--- src/rtl/temp_sample_sequencer.sv ---
// Temperature monitor front end: takes signed BCD samples, forms the digit-serial signed delta
// against the previous sample, drives the monitor for a fixed window and reports its classification.
module temp_sample_sequencer #(
   parameter int EN_HOLD        = 4,
   parameter int TIMEOUT_CYCLES = 0,
   parameter int TW             = 24
) (
   input  logic        clk,
   input  logic        rst,
   input  logic        sample_valid,
   output logic        sample_ready,
   input  logic [11:0] sample_bcd,
   input  logic        sample_sign,
   output logic [11:0] value_bcd,
   output logic        value_sign,
   output logic [11:0] delta_bcd,
   output logic        delta_sign,
   output logic        mon_en,
   input  logic [1:0]  mon_state,
   output logic [1:0]  state_out,
   output logic        state_valid,
   output logic        bad_sample,
   output logic        timeout
);

   localparam int HW = (EN_HOLD > 1) ? $clog2(EN_HOLD) : 1;
   localparam logic [HW-1:0] HOLD_LAST = HW'(EN_HOLD - 1);
   localparam logic [TW-1:0] TO_LIMIT  = TW'(TIMEOUT_CYCLES);
   localparam logic [TW-1:0] TO_MAX    = {TW{1'b1}};
   localparam bit            TO_ENABLE = (TIMEOUT_CYCLES > 0);

   typedef enum logic [2:0] {
      S_IDLE = 3'd0,
      S_CMP  = 3'd1,
      S_SUB0 = 3'd2,
      S_SUB1 = 3'd3,
      S_SUB2 = 3'd4,
      S_EVAL = 3'd5,
      S_DONE = 3'd6
   } state_t;

   // One decimal digit add/subtract; returns {carry_or_borrow, digit}.
   function automatic logic [4:0] bcd_digit(input logic [3:0] a, input logic [3:0] b,
                                            input logic cin, input logic sub);
      logic [4:0] t;
      if (sub) begin
         t = {1'b0, a} - {1'b0, b} - {4'b0000, cin};
         if (t[4]) return {1'b1, t[3:0] + 4'd10};
         else      return {1'b0, t[3:0]};
      end else begin
         t = {1'b0, a} + {1'b0, b} + {4'b0000, cin};
         if (t > 5'd9) return {1'b1, t[3:0] - 4'd10};
         else          return {1'b0, t[3:0]};
      end
   endfunction

   function automatic logic bcd_valid(input logic [11:0] v);
      return (v[3:0] <= 4'd9) && (v[7:4] <= 4'd9) && (v[11:8] <= 4'd9);
   endfunction

   state_t         state_r, next_state_s;
   logic [11:0]    new_mag_r, prev_mag_r, op_a_r, op_b_r, value_bcd_r, delta_bcd_r;
   logic           new_sign_r, prev_sign_r, first_r, sub_r, carry_r, dsign_r;
   logic [7:0]     res_r;
   logic [HW-1:0]  hold_cnt_r;
   logic [TW-1:0]  to_cnt_r;
   logic           ready_r, mon_en_r, state_valid_r, bad_r, timeout_r, value_sign_r, delta_sign_r;
   logic [1:0]     state_out_r;
   logic           accept_s, bcd_ok_s, eff_new_neg_s, eff_prev_neg_s, new_lt_s, sub_s;
   logic [3:0]     dig_a_s, dig_b_s;
   logic [4:0]     digit_s;

   assign accept_s     = sample_valid & ready_r;
   assign bcd_ok_s     = bcd_valid(sample_bcd);
   assign sample_ready = ready_r;
   assign mon_en       = mon_en_r;
   assign state_valid  = state_valid_r;
   assign state_out    = state_out_r;
   assign bad_sample   = bad_r;
   assign timeout      = timeout_r;
   assign value_bcd    = value_bcd_r;
   assign value_sign   = value_sign_r;
   assign delta_bcd    = delta_bcd_r;
   assign delta_sign   = delta_sign_r;

   // State register.
   always_ff @(posedge clk or posedge rst) begin
      if (rst) state_r <= S_IDLE;
      else     state_r <= next_state_s;
   end

   // Next-state sequencing.
   always_comb begin
      next_state_s = state_r;
      case (state_r)
         S_IDLE: begin
            if (accept_s && bcd_ok_s) next_state_s = S_CMP;
            else                      next_state_s = S_IDLE;
         end
         S_CMP:  next_state_s = S_SUB0;
         S_SUB0: next_state_s = S_SUB1;
         S_SUB1: next_state_s = S_SUB2;
         S_SUB2: next_state_s = S_EVAL;
         S_EVAL: begin
            if (hold_cnt_r == HOLD_LAST) next_state_s = S_DONE;
            else                         next_state_s = S_EVAL;
         end
         S_DONE:  next_state_s = S_IDLE;
         default: next_state_s = S_IDLE;
      endcase
   end

   // Signed compare and current digit operation; a zero magnitude counts as positive.
   always_comb begin
      eff_new_neg_s  = new_sign_r & (new_mag_r != 12'h000);
      eff_prev_neg_s = prev_sign_r & (prev_mag_r != 12'h000);
      new_lt_s       = 1'b0;
      sub_s          = 1'b1;
      if (eff_new_neg_s != eff_prev_neg_s) begin
         new_lt_s = eff_new_neg_s;
         sub_s    = 1'b0;
      end else if (eff_new_neg_s) begin
         new_lt_s = (new_mag_r > prev_mag_r);
         sub_s    = 1'b1;
      end else begin
         new_lt_s = (new_mag_r < prev_mag_r);
         sub_s    = 1'b1;
      end
      dig_a_s = op_a_r[3:0];
      dig_b_s = op_b_r[3:0];
      case (state_r)
         S_SUB1: begin
            dig_a_s = op_a_r[7:4];
            dig_b_s = op_b_r[7:4];
         end
         S_SUB2: begin
            dig_a_s = op_a_r[11:8];
            dig_b_s = op_b_r[11:8];
         end
         default: begin
            dig_a_s = op_a_r[3:0];
            dig_b_s = op_b_r[3:0];
         end
      endcase
      digit_s = bcd_digit(dig_a_s, dig_b_s, carry_r, sub_r);
   end

   // Datapath, monitor interface and handshake outputs.
   always_ff @(posedge clk or posedge rst) begin
      if (rst) begin
         new_mag_r     <= 12'h000;
         new_sign_r    <= 1'b0;
         prev_mag_r    <= 12'h000;
         prev_sign_r   <= 1'b0;
         first_r       <= 1'b1;
         op_a_r        <= 12'h000;
         op_b_r        <= 12'h000;
         sub_r         <= 1'b0;
         carry_r       <= 1'b0;
         dsign_r       <= 1'b0;
         res_r         <= 8'h00;
         hold_cnt_r    <= '0;
         value_bcd_r   <= 12'h000;
         value_sign_r  <= 1'b0;
         delta_bcd_r   <= 12'h000;
         delta_sign_r  <= 1'b0;
         state_out_r   <= 2'b00;
         ready_r       <= 1'b0;
         mon_en_r      <= 1'b0;
         state_valid_r <= 1'b0;
         bad_r         <= 1'b0;
      end else begin
         ready_r       <= (next_state_s == S_IDLE);
         mon_en_r      <= (next_state_s == S_EVAL);
         state_valid_r <= (next_state_s == S_DONE);
         bad_r         <= accept_s & ~bcd_ok_s;
         case (state_r)
            S_IDLE: begin
               if (accept_s && bcd_ok_s) begin
                  new_mag_r  <= sample_bcd;
                  new_sign_r <= sample_sign;
               end
            end
            S_CMP: begin
               // Subtraction always runs larger minus smaller so the result is a magnitude.
               if (sub_s && (new_mag_r < prev_mag_r)) begin
                  op_a_r <= prev_mag_r;
                  op_b_r <= new_mag_r;
               end else begin
                  op_a_r <= new_mag_r;
                  op_b_r <= prev_mag_r;
               end
               sub_r   <= sub_s;
               carry_r <= 1'b0;
               dsign_r <= new_lt_s;
            end
            S_SUB0: begin
               res_r[3:0] <= digit_s[3:0];
               carry_r    <= digit_s[4];
            end
            S_SUB1: begin
               res_r[7:4] <= digit_s[3:0];
               carry_r    <= digit_s[4];
            end
            S_SUB2: begin
               value_bcd_r  <= new_mag_r;
               value_sign_r <= new_sign_r;
               if (first_r) begin
                  delta_bcd_r  <= 12'h000;
                  delta_sign_r <= 1'b0;
               end else if (!sub_r && digit_s[4]) begin
                  delta_bcd_r  <= 12'h999;
                  delta_sign_r <= dsign_r;
               end else begin
                  delta_bcd_r  <= {digit_s[3:0], res_r};
                  delta_sign_r <= dsign_r;
               end
               prev_mag_r  <= new_mag_r;
               prev_sign_r <= new_sign_r;
               first_r     <= 1'b0;
               hold_cnt_r  <= '0;
            end
            S_EVAL: begin
               if (hold_cnt_r == HOLD_LAST) state_out_r <= mon_state;
               else                         hold_cnt_r  <= hold_cnt_r + HW'(1);
            end
            default: begin
            end
         endcase
      end
   end

   // Idle watchdog: saturating count of idle cycles, sticky flag.
   always_ff @(posedge clk or posedge rst) begin
      if (rst) begin
         to_cnt_r  <= '0;
         timeout_r <= 1'b0;
      end else if (accept_s) begin
         to_cnt_r  <= '0;
         timeout_r <= 1'b0;
      end else if (state_r == S_IDLE) begin
         if (to_cnt_r != TO_MAX) begin
            to_cnt_r <= to_cnt_r + TW'(1);
            if (TO_ENABLE && ((to_cnt_r + TW'(1)) == TO_LIMIT)) timeout_r <= 1'b1;
         end
      end
   end

endmodule
--- config.mk ---
export PLATFORM = sky130hd
export DESIGN_NAME = temp_sample_sequencer
export DESIGN_NICKNAME = d
export VERILOG_FILES = /design/src/rtl/temp_sample_sequencer.sv
export SDC_FILE = /design/constraint.sdc
export NUM_CORES = 1
export LEC_CHECK = 0
export CELL_PAD_IN_SITES_DETAIL_PLACEMENT = 1
export CELL_PAD_IN_SITES_GLOBAL_PLACEMENT = 1
export CORE_UTILIZATION = 40
export CTS_CLUSTER_DIAMETER = 120
export DETAILED_ROUTE_END_ITERATION = 6
export GPL_ROUTABILITY_DRIVEN = 0
export MAX_ROUTING_LAYER = met4
export PLACE_DENSITY_LB_ADDON = 0.1
export REMOVE_ABC_BUFFERS = 1
export SYNTH_ARGS = -nofsm -noshare
export SYNTH_HDL_FRONTEND = slang
export SYNTH_SLANG_ARGS = --single-unit
--- constraint.sdc ---
create_clock -name clk -period 4.17 [get_ports clk]
set_input_delay 0.834 -clock clk [delete_from_list [all_inputs] [get_ports clk]]
set_output_delay 0.834 -clock clk [all_outputs]
set_load 0.05 [all_outputs]
Yosys cells after proc, flatten, opt, wreduce, memory -nomap -nowiden

Cells that the tools add are included.

Bits in registers: 86
Bits in latches: 0
Bits in writable memories: 0
ROM bits: 0
Input port bits: 18
Output and inout port bits: 33
Logic and storage cells: 84
Memories kept: 0

Add/subtract/negate cells: 7
Multiply operators: 0
Divide/modulo/power cells: 0
Magnitude comparators: 6
Equality and inequality tests: 10
Shifts and indexed selects: 0
Mux-type cells: 19
Bitwise logic cells: 5
Reductions and logical operators: 16

Operators with widths:

| cell                                                                   | number |
|---|---|
| 12-bit 2-to-1 mux                                                      | 4 |
| 12-bit nonzero test                                                    | 2 |
| 3-bit case mux with 6 select lines                                     | 1 |
| 4-bit case mux with 2 select lines                                     | 2 |
| 5-bit 2-to-1 mux                                                       | 3 |
| 3-bit equality test (second input constant)                            | 4 |
| 12-bit > comparator                                                    | 1 |
| 4-bit <= comparator (second input constant)                            | 3 |
| 12-bit < comparator                                                    | 1 |
| 3-bit by 2-bit equality test with 1-bit output (second input constant) | 2 |
| 3-bit logical NOT                                                      | 2 |
| 2-bit AND reduction                                                    | 3 |
| 4-bit by 4-bit adder with 5-bit output                                 | 1 |
| 5-bit by 1-bit adder with 5-bit output                                 | 1 |
| 5-bit by 4-bit > comparator with 1-bit output (second input constant)  | 1 |
| 1-bit logical AND                                                      | 5 |
| 1-bit 2-to-1 mux                                                       | 5 |
| 4-bit by 4-bit subtractor with 5-bit output                            | 1 |
| 5-bit by 1-bit subtractor with 5-bit output                            | 1 |
| 4-bit adder (second input constant)                                    | 1 |
| 1-bit AND                                                              | 4 |
| 2-bit 2-to-1 mux                                                       | 2 |
| 2-bit case mux with 2 select lines                                     | 1 |
| 2-bit nonzero test                                                     | 2 |
| 10 further kinds                                                       | 10 |

Logic depth before layout (Yosys ltp)

Depth in word-level cells: 10
Depth in mapped cells: 18
Depth with buffers taken out: 16

Worst setup path before layout

Ideal clock, no wire load.

Kind: register -> register
Start point: register state_r[1]
End point: register delta_bcd_r[1], in the netlist delta_bcd[1]
Arrival: 3.848 ns
Setup slack: 0.202 ns
Cell stages (with the launch flop): 19
Clock period less this slack: 3.968 ns
Cells stage by stage: dfrtp_1 > buf_6 > or3b_1 > clkbuf_2 > o32a_1 > nand2_1 > xnor2_1 > ha_1 > a21o_1 > fa_1 > xnor2_1 > ha_1 > nor2b_1 > a31oi_1 > nand2_1 > a21o_1 > a31oi_1 > nor2_1 > a31o_2

Longest elaborated chain between the ends: 10
Elaborated cells on any way between the ends: 15
Those cells by class: add/sub (4); order compare (1); eq/ne (2); mux (7); reduce/logical (1)

RTL lines:

| element                                                                                      | RTL line | source |
|---|---|---|
| start: declaration                                                                           | 61       | `state_t state_r, next_state_s;` |
| start signal: assignment                                                                     | 89       | `else state_r <= next_state_s;` |
| 3-bit equality test / 3-bit by 2-bit equality test with 1-bit output (equally long branches) | 131, 177 |  |
| 4-bit case mux with 2 select lines                                                           | 131      | `case (state_r)` |
| 4-bit by 4-bit adder with 5-bit output                                                       | 51       | `t = {1'b0, a} + {1'b0, b} + {4'b0000, cin};` |
| 5-bit by 1-bit adder with 5-bit output                                                       | 51       |  |
| 5-bit by 4-bit > comparator with 1-bit output                                                | 52       | `if (t > 5'd9) return {1'b1, t[3:0] - 4'd10};` |
| 5-bit 2-to-1 mux                                                                             | 52       |  |
| 5-bit 2-to-1 mux                                                                             | 46       | `if (sub) begin` |
| 1-bit logical AND                                                                            | 211      | `end else if (!sub_r && digit_s[4]) begin` |
| 12-bit 2-to-1 mux                                                                            | 211      |  |
| 12-bit 2-to-1 mux                                                                            | 208      | `if (first_r) begin` |
| end signal: assignment                                                                       | 215      | `delta_bcd_r <= {digit_s[3:0], res_r};` |
| end: declaration                                                                             | 62       | `logic [11:0] new_mag_r, prev_mag_r, op_a_r, op_b_r, value_bcd_r, delta_bcd_r;` |

Parallel ways exist; a longest one is shown, timed or not.
A chain may end at the register's enable or synchronous reset.

Final worst setup path

Start point: register state_r[1]
End point: register res_r[2]

Longest elaborated chain between the ends: 7
Elaborated cells on any way between the ends: 15
Those cells by class: add/sub (6); order compare (1); eq/ne (3); mux (5)

RTL lines:

| element                                                                                                      | RTL line | source |
|---|---|---|
| 3-bit equality test / 3-bit by 2-bit equality test with 1-bit output (equally long branches)                 | 131      |  |
| 4-bit case mux with 2 select lines                                                                           | 131      |  |
| 4-bit by 4-bit adder with 5-bit output / 4-bit by 4-bit subtractor with 5-bit output (equally long branches) | 51, 47   |  |
| 5-bit by 1-bit adder with 5-bit output / 5-bit by 1-bit subtractor with 5-bit output (equally long branches) | 51, 47   |  |
| 4-bit subtractor, or another cell as far along                                                               | 52       |  |
| 5-bit 2-to-1 mux (on tied branches)                                                                          | 52, 48   |  |
| 5-bit 2-to-1 mux                                                                                             | 46       |  |
| end signal: assignment                                                                                       | 198      | `res_r[3:0] <= digit_s[3:0];` |
| end: declaration                                                                                             | 64       | `logic [7:0] res_r;` |

Parallel ways exist; a longest one is shown, timed or not.

==> results.yml <==
run_status:
  run_status: "completed"
timing:
  worst_case_clock_skew_ns: 0.00855
  worst_slew_pin_slew_ns: 1.04
  final_max_slew_viol_count: 0
  max_freq_mhz: 248
  hold_viol: 0
  timing.final.crit_period_ns: 4.04
  final_count_of_negative_setup_slack_endpoints: 0
  timing.slew.headroom: 0.303
  final_min_period_over_clock_period: 0.969
placement:
  dp_hpwl_microns: 9790
  buffer_ports.inserted: 49
final_layout:
  post_route_cells_drive_above_1_share: 0.129
  layout.core_utilization: 0.507
  synthToLayoutAreaGrowth_pct: 22.7
  num-nets-final: 595
  antenna_cells_inserted: 0
clock_tree:
  root_buffer: "sky130_fd_sc_hd__clkbuf_16"
  holdBufCountCts: 0
  htree_num_levels: 3
  clk-insertion-delay-late_ns: 0.34
  clk_path_buf_depth: 2
  clkSinkCount: 86
  cts.clk_slew.worst_paths_ns: 0.06
  tritoncts: "yes"
  cts_inserted_buffers: 9
detailed_routing:
  num_vias: 3816
  wl_per_cell_microns: 18.4
  via_per_inst: 5.46
  drt.antenna.violating_nets: 0
  number_of_remaining_drc_errors: 0
  finalWirelength_microns: 12900
  firstDrtPassIters: 4
  drt-initial-drc-count: 132
die:
  boundaryPins: 51
  floorplan.core_area_sq_um: 11500
  rows: 39
  die_h_microns: 111
  floorplan.initialDensity: 0.413
  fp.dieW_microns: 111
  floorplan.die_area_sq_um: 12300
critical_path:
  type_of_element_launching_the_critical_path: "flip-flop"
  worst_r2r_startpoint: "state_r[1]"
  cp.arrival_ns: 4.27
  worst-path-buf-inv: 3
  critical_path_class: "flip-flop to flip-flop"
  critPathTopFamily: "adder cells"
  crit_path_top_delay_cell: "sky130_fd_sc_hd__fa_2"
  crit_start: "state_r[1]"
  worst-path-max-fanout: 9
  cp_slowest_stage_delay_ns: 0.56
  critical_path.cell_chain: "buf_4, and4b_1, a21oi_1, nand2_2, xnor2_1, ha_1, a21o_1, fa_2, inv_1, ha_1, inv_1, nor3_1, a211o_1, or3_1, a31o_1, mux2_2"
  endpoint_kind: "flip-flop"
  worstPathRequired_ns: 4.40
logic_synthesis:
  synth.largest_area_cell: "sky130_fd_sc_hd__dfrtp_1"
  synth.distinct_cells: 57
  post_synth_instance_area_sq_um: 4740
  synth-main-ff-cell: "sky130_fd_sc_hd__dfrtp_1"
  async_reset_ff_frac: 1.00
  syn_inst_count: 494
  count_of_warnings_emitted_by_yosys: 0
  synth_edf_count: 0
  postSynthRegisterBits: 86
  synth-seq-area-share: 0.454
  ys_top_cells_by_area: "sky130_fd_sc_hd__dfrtp_1, sky130_fd_sc_hd__ha_1, sky130_fd_sc_hd__mux2i_1, sky130_fd_sc_hd__o21ai_0, sky130_fd_sc_hd__a21oi_1"
  syn_area_per_cell_sq_um: 9.59
  yosysTopAreaCellShare: 0.449
grt:
  grt_usage: 0.231
  grt_start_max_net_pins: 54
  globalRouteOverflowTotal: 0
  first_global_vias: 4142
  antenna_violations_before_repair: 0
  wire_length_of_the_first_global_routing_pass_microns: 21500
worst_hold_path:
  class_of_the_tightest_hold_or_removal_check: "flip-flop to flip-flop"
  holdCritStartpoint: "delta_bcd[4]"
run:
  maxCapViolCount: 0
[cell usage in the layout (no fill, tap or decap), types with 3 or more instances in the layout]
cell                              instances
sky130_fd_sc_hd__buf_4                   22
sky130_fd_sc_hd__and3_1                   5
sky130_fd_sc_hd__nand2b_1                 3
sky130_fd_sc_hd__a221o_1                  3
sky130_fd_sc_hd__mux2i_1                 26
sky130_fd_sc_hd__o21ai_0                 41
sky130_fd_sc_hd__nand3_1                  9
sky130_fd_sc_hd__clkinv_2                 3
sky130_fd_sc_hd__or3_1                    3
sky130_fd_sc_hd__dfrtp_1                 82
sky130_fd_sc_hd__a21o_1                   4
sky130_fd_sc_hd__nor2b_1                  6
sky130_fd_sc_hd__clkdlybuf4s50_1         49
sky130_fd_sc_hd__xor2_1                   3
sky130_fd_sc_hd__xnor2_1                  7
sky130_fd_sc_hd__o21a_1                   4
sky130_fd_sc_hd__nor3b_1                  5
sky130_fd_sc_hd__inv_1                   24
sky130_fd_sc_hd__ha_1                    24
sky130_fd_sc_hd__a22oi_1                  3
sky130_fd_sc_hd__a31o_2                   4
sky130_fd_sc_hd__and2_1                   9
sky130_fd_sc_hd__mux2_2                  15
sky130_fd_sc_hd__dfrtp_2                  3
sky130_fd_sc_hd__a31oi_1                  5
sky130_fd_sc_hd__nor3_1                   5
sky130_fd_sc_hd__a21oi_1                 38
sky130_fd_sc_hd__clkbuf_16                9
sky130_fd_sc_hd__nand2_1                 49
sky130_fd_sc_hd__nor2_1                  40
sky130_fd_sc_hd__nor4_1                   7
[kinds of logic (layout without fill, tap and decap cells)]
logic type / after synthesis / count (layout) / synth area share
AOI/OAI and AO/OA: 122 / 122 / 0.156
DFF: 86 / 86 / 0.454
xor gates and xnor gates: 10 / 10 / 0.0185
muxes: 41 / 41 / 0.0906
other: 1 / 1 / 0.000791
adders and majority gates: 26 / 26 / 0.0718
buffers and inverters: 50 / 112 / 0.0433
and+or+nand+nor: 158 / 158 / 0.165
[metal layers]
metal  vias up  global-route usage  wire length, microns  part of all wire
met5         -                   -                     0                 0
met4         0              0.0933                   291             0.023
met3        18              0.0328                   225             0.017
met2        52               0.400                  6650              0.52
met1      1886               0.269                  5720              0.44
li1       1860                   -                     -                 -
[through the flow]
step	area, sq um	hold slack [ns]	setup WS [ns]	cells	TNS, ns
5_1_grt	5810	0.509	-0.0153	699	-0.0153
4_1_cts	5750	0.469	0.0547	695	0
3_3_place_gp	5450	0.454	0.192	679	0
3_5_place_dp	5450	0.455	-0.105	679	-0.612
2_1_floorplan	4630	0.445	-0.390	469	-3.18
6_report	5810	0.464	0.130	699	0
[flip-flops by register name, indices dropped and copies added, names as in the netlist]
register,cells
value_bcd,12
hold_cnt_r,2
carry_r,1
op_b_r,12
delta_sign,1
value_sign,1
state_out,2
mon_en,1
res_r,8
dsign_r,1
new_sign_r,1
bad_sample,1
sub_r,1
op_a_r,12
sample_ready,1
first_r,1
state_valid,1
delta_bcd,12
new_mag_r,12
state_r,3
[Yosys cell counts (5+ instances only)]
cell,number
sky130_fd_sc_hd__clkbuf_1,18
sky130_fd_sc_hd__nor2b_1,8
sky130_fd_sc_hd__nand3_1,9
sky130_fd_sc_hd__o21ai_0,42
sky130_fd_sc_hd__nor3b_1,5
sky130_fd_sc_hd__nor2_1,40
sky130_fd_sc_hd__nand2_1,50
sky130_fd_sc_hd__ha_1,24
sky130_fd_sc_hd__a31oi_1,7
sky130_fd_sc_hd__inv_1,25
sky130_fd_sc_hd__dfrtp_1,85
sky130_fd_sc_hd__nor3_1,6
sky130_fd_sc_hd__mux2_2,15
sky130_fd_sc_hd__mux2i_1,26
sky130_fd_sc_hd__a21oi_1,38
sky130_fd_sc_hd__xnor2_1,7
sky130_fd_sc_hd__and2_1,9
sky130_fd_sc_hd__nor4_1,7
sky130_fd_sc_hd__and3_1,5
[path summary, 6_finish.rpt]
path                                endpoint  slack [ns]  cells after the start
min in group asynchronous         op_a_r[10]        0.84                      2
worst min register to register  delta_bcd[4]        0.46                      2
worst max register to register      res_r[2]        0.13                     16
worst max-delay path                res_r[2]        0.13                     16
worst min-delay path            delta_bcd[4]        0.46                      2
max in group asynchronous            first_r        2.49                      3
[cell type report]
type / instances / area, sq um
Multi-Input combinational cell: 358 / 2430
Fill cell: 1278 / 5660
Inverter: 25 / 95.1
Clock inverter: 5 / 57.6
Timing Repair Buffer: 71 / 656
Tap cell: 143 / 179
Clock buffer: 11 / 233
Sequential cell: 86 / 2160
[what timing repair did]
action	in CTS	in global routing
pin swaps	0	1
cloned	0	0
setup buffers	0	4
gates resized for setup	4	8
endpoints found under the hold margin	0	0
endpoints found under the setup margin	13	15
[worst reg2reg max path: cells and delay by family (launching register included)]
family	cells	cell delay, ns
fa+ha+maj	3	0.99
simple gates	4	0.70
xor+xnor	1	0.14
compound gates	4	0.98
buf+inv	3	0.41
mux	1	0.27
flops	1	0.46
Power is left out: the tool's default activity adds up to more than one toggle a clock period on the data nets, which glitch-free logic cannot reach.
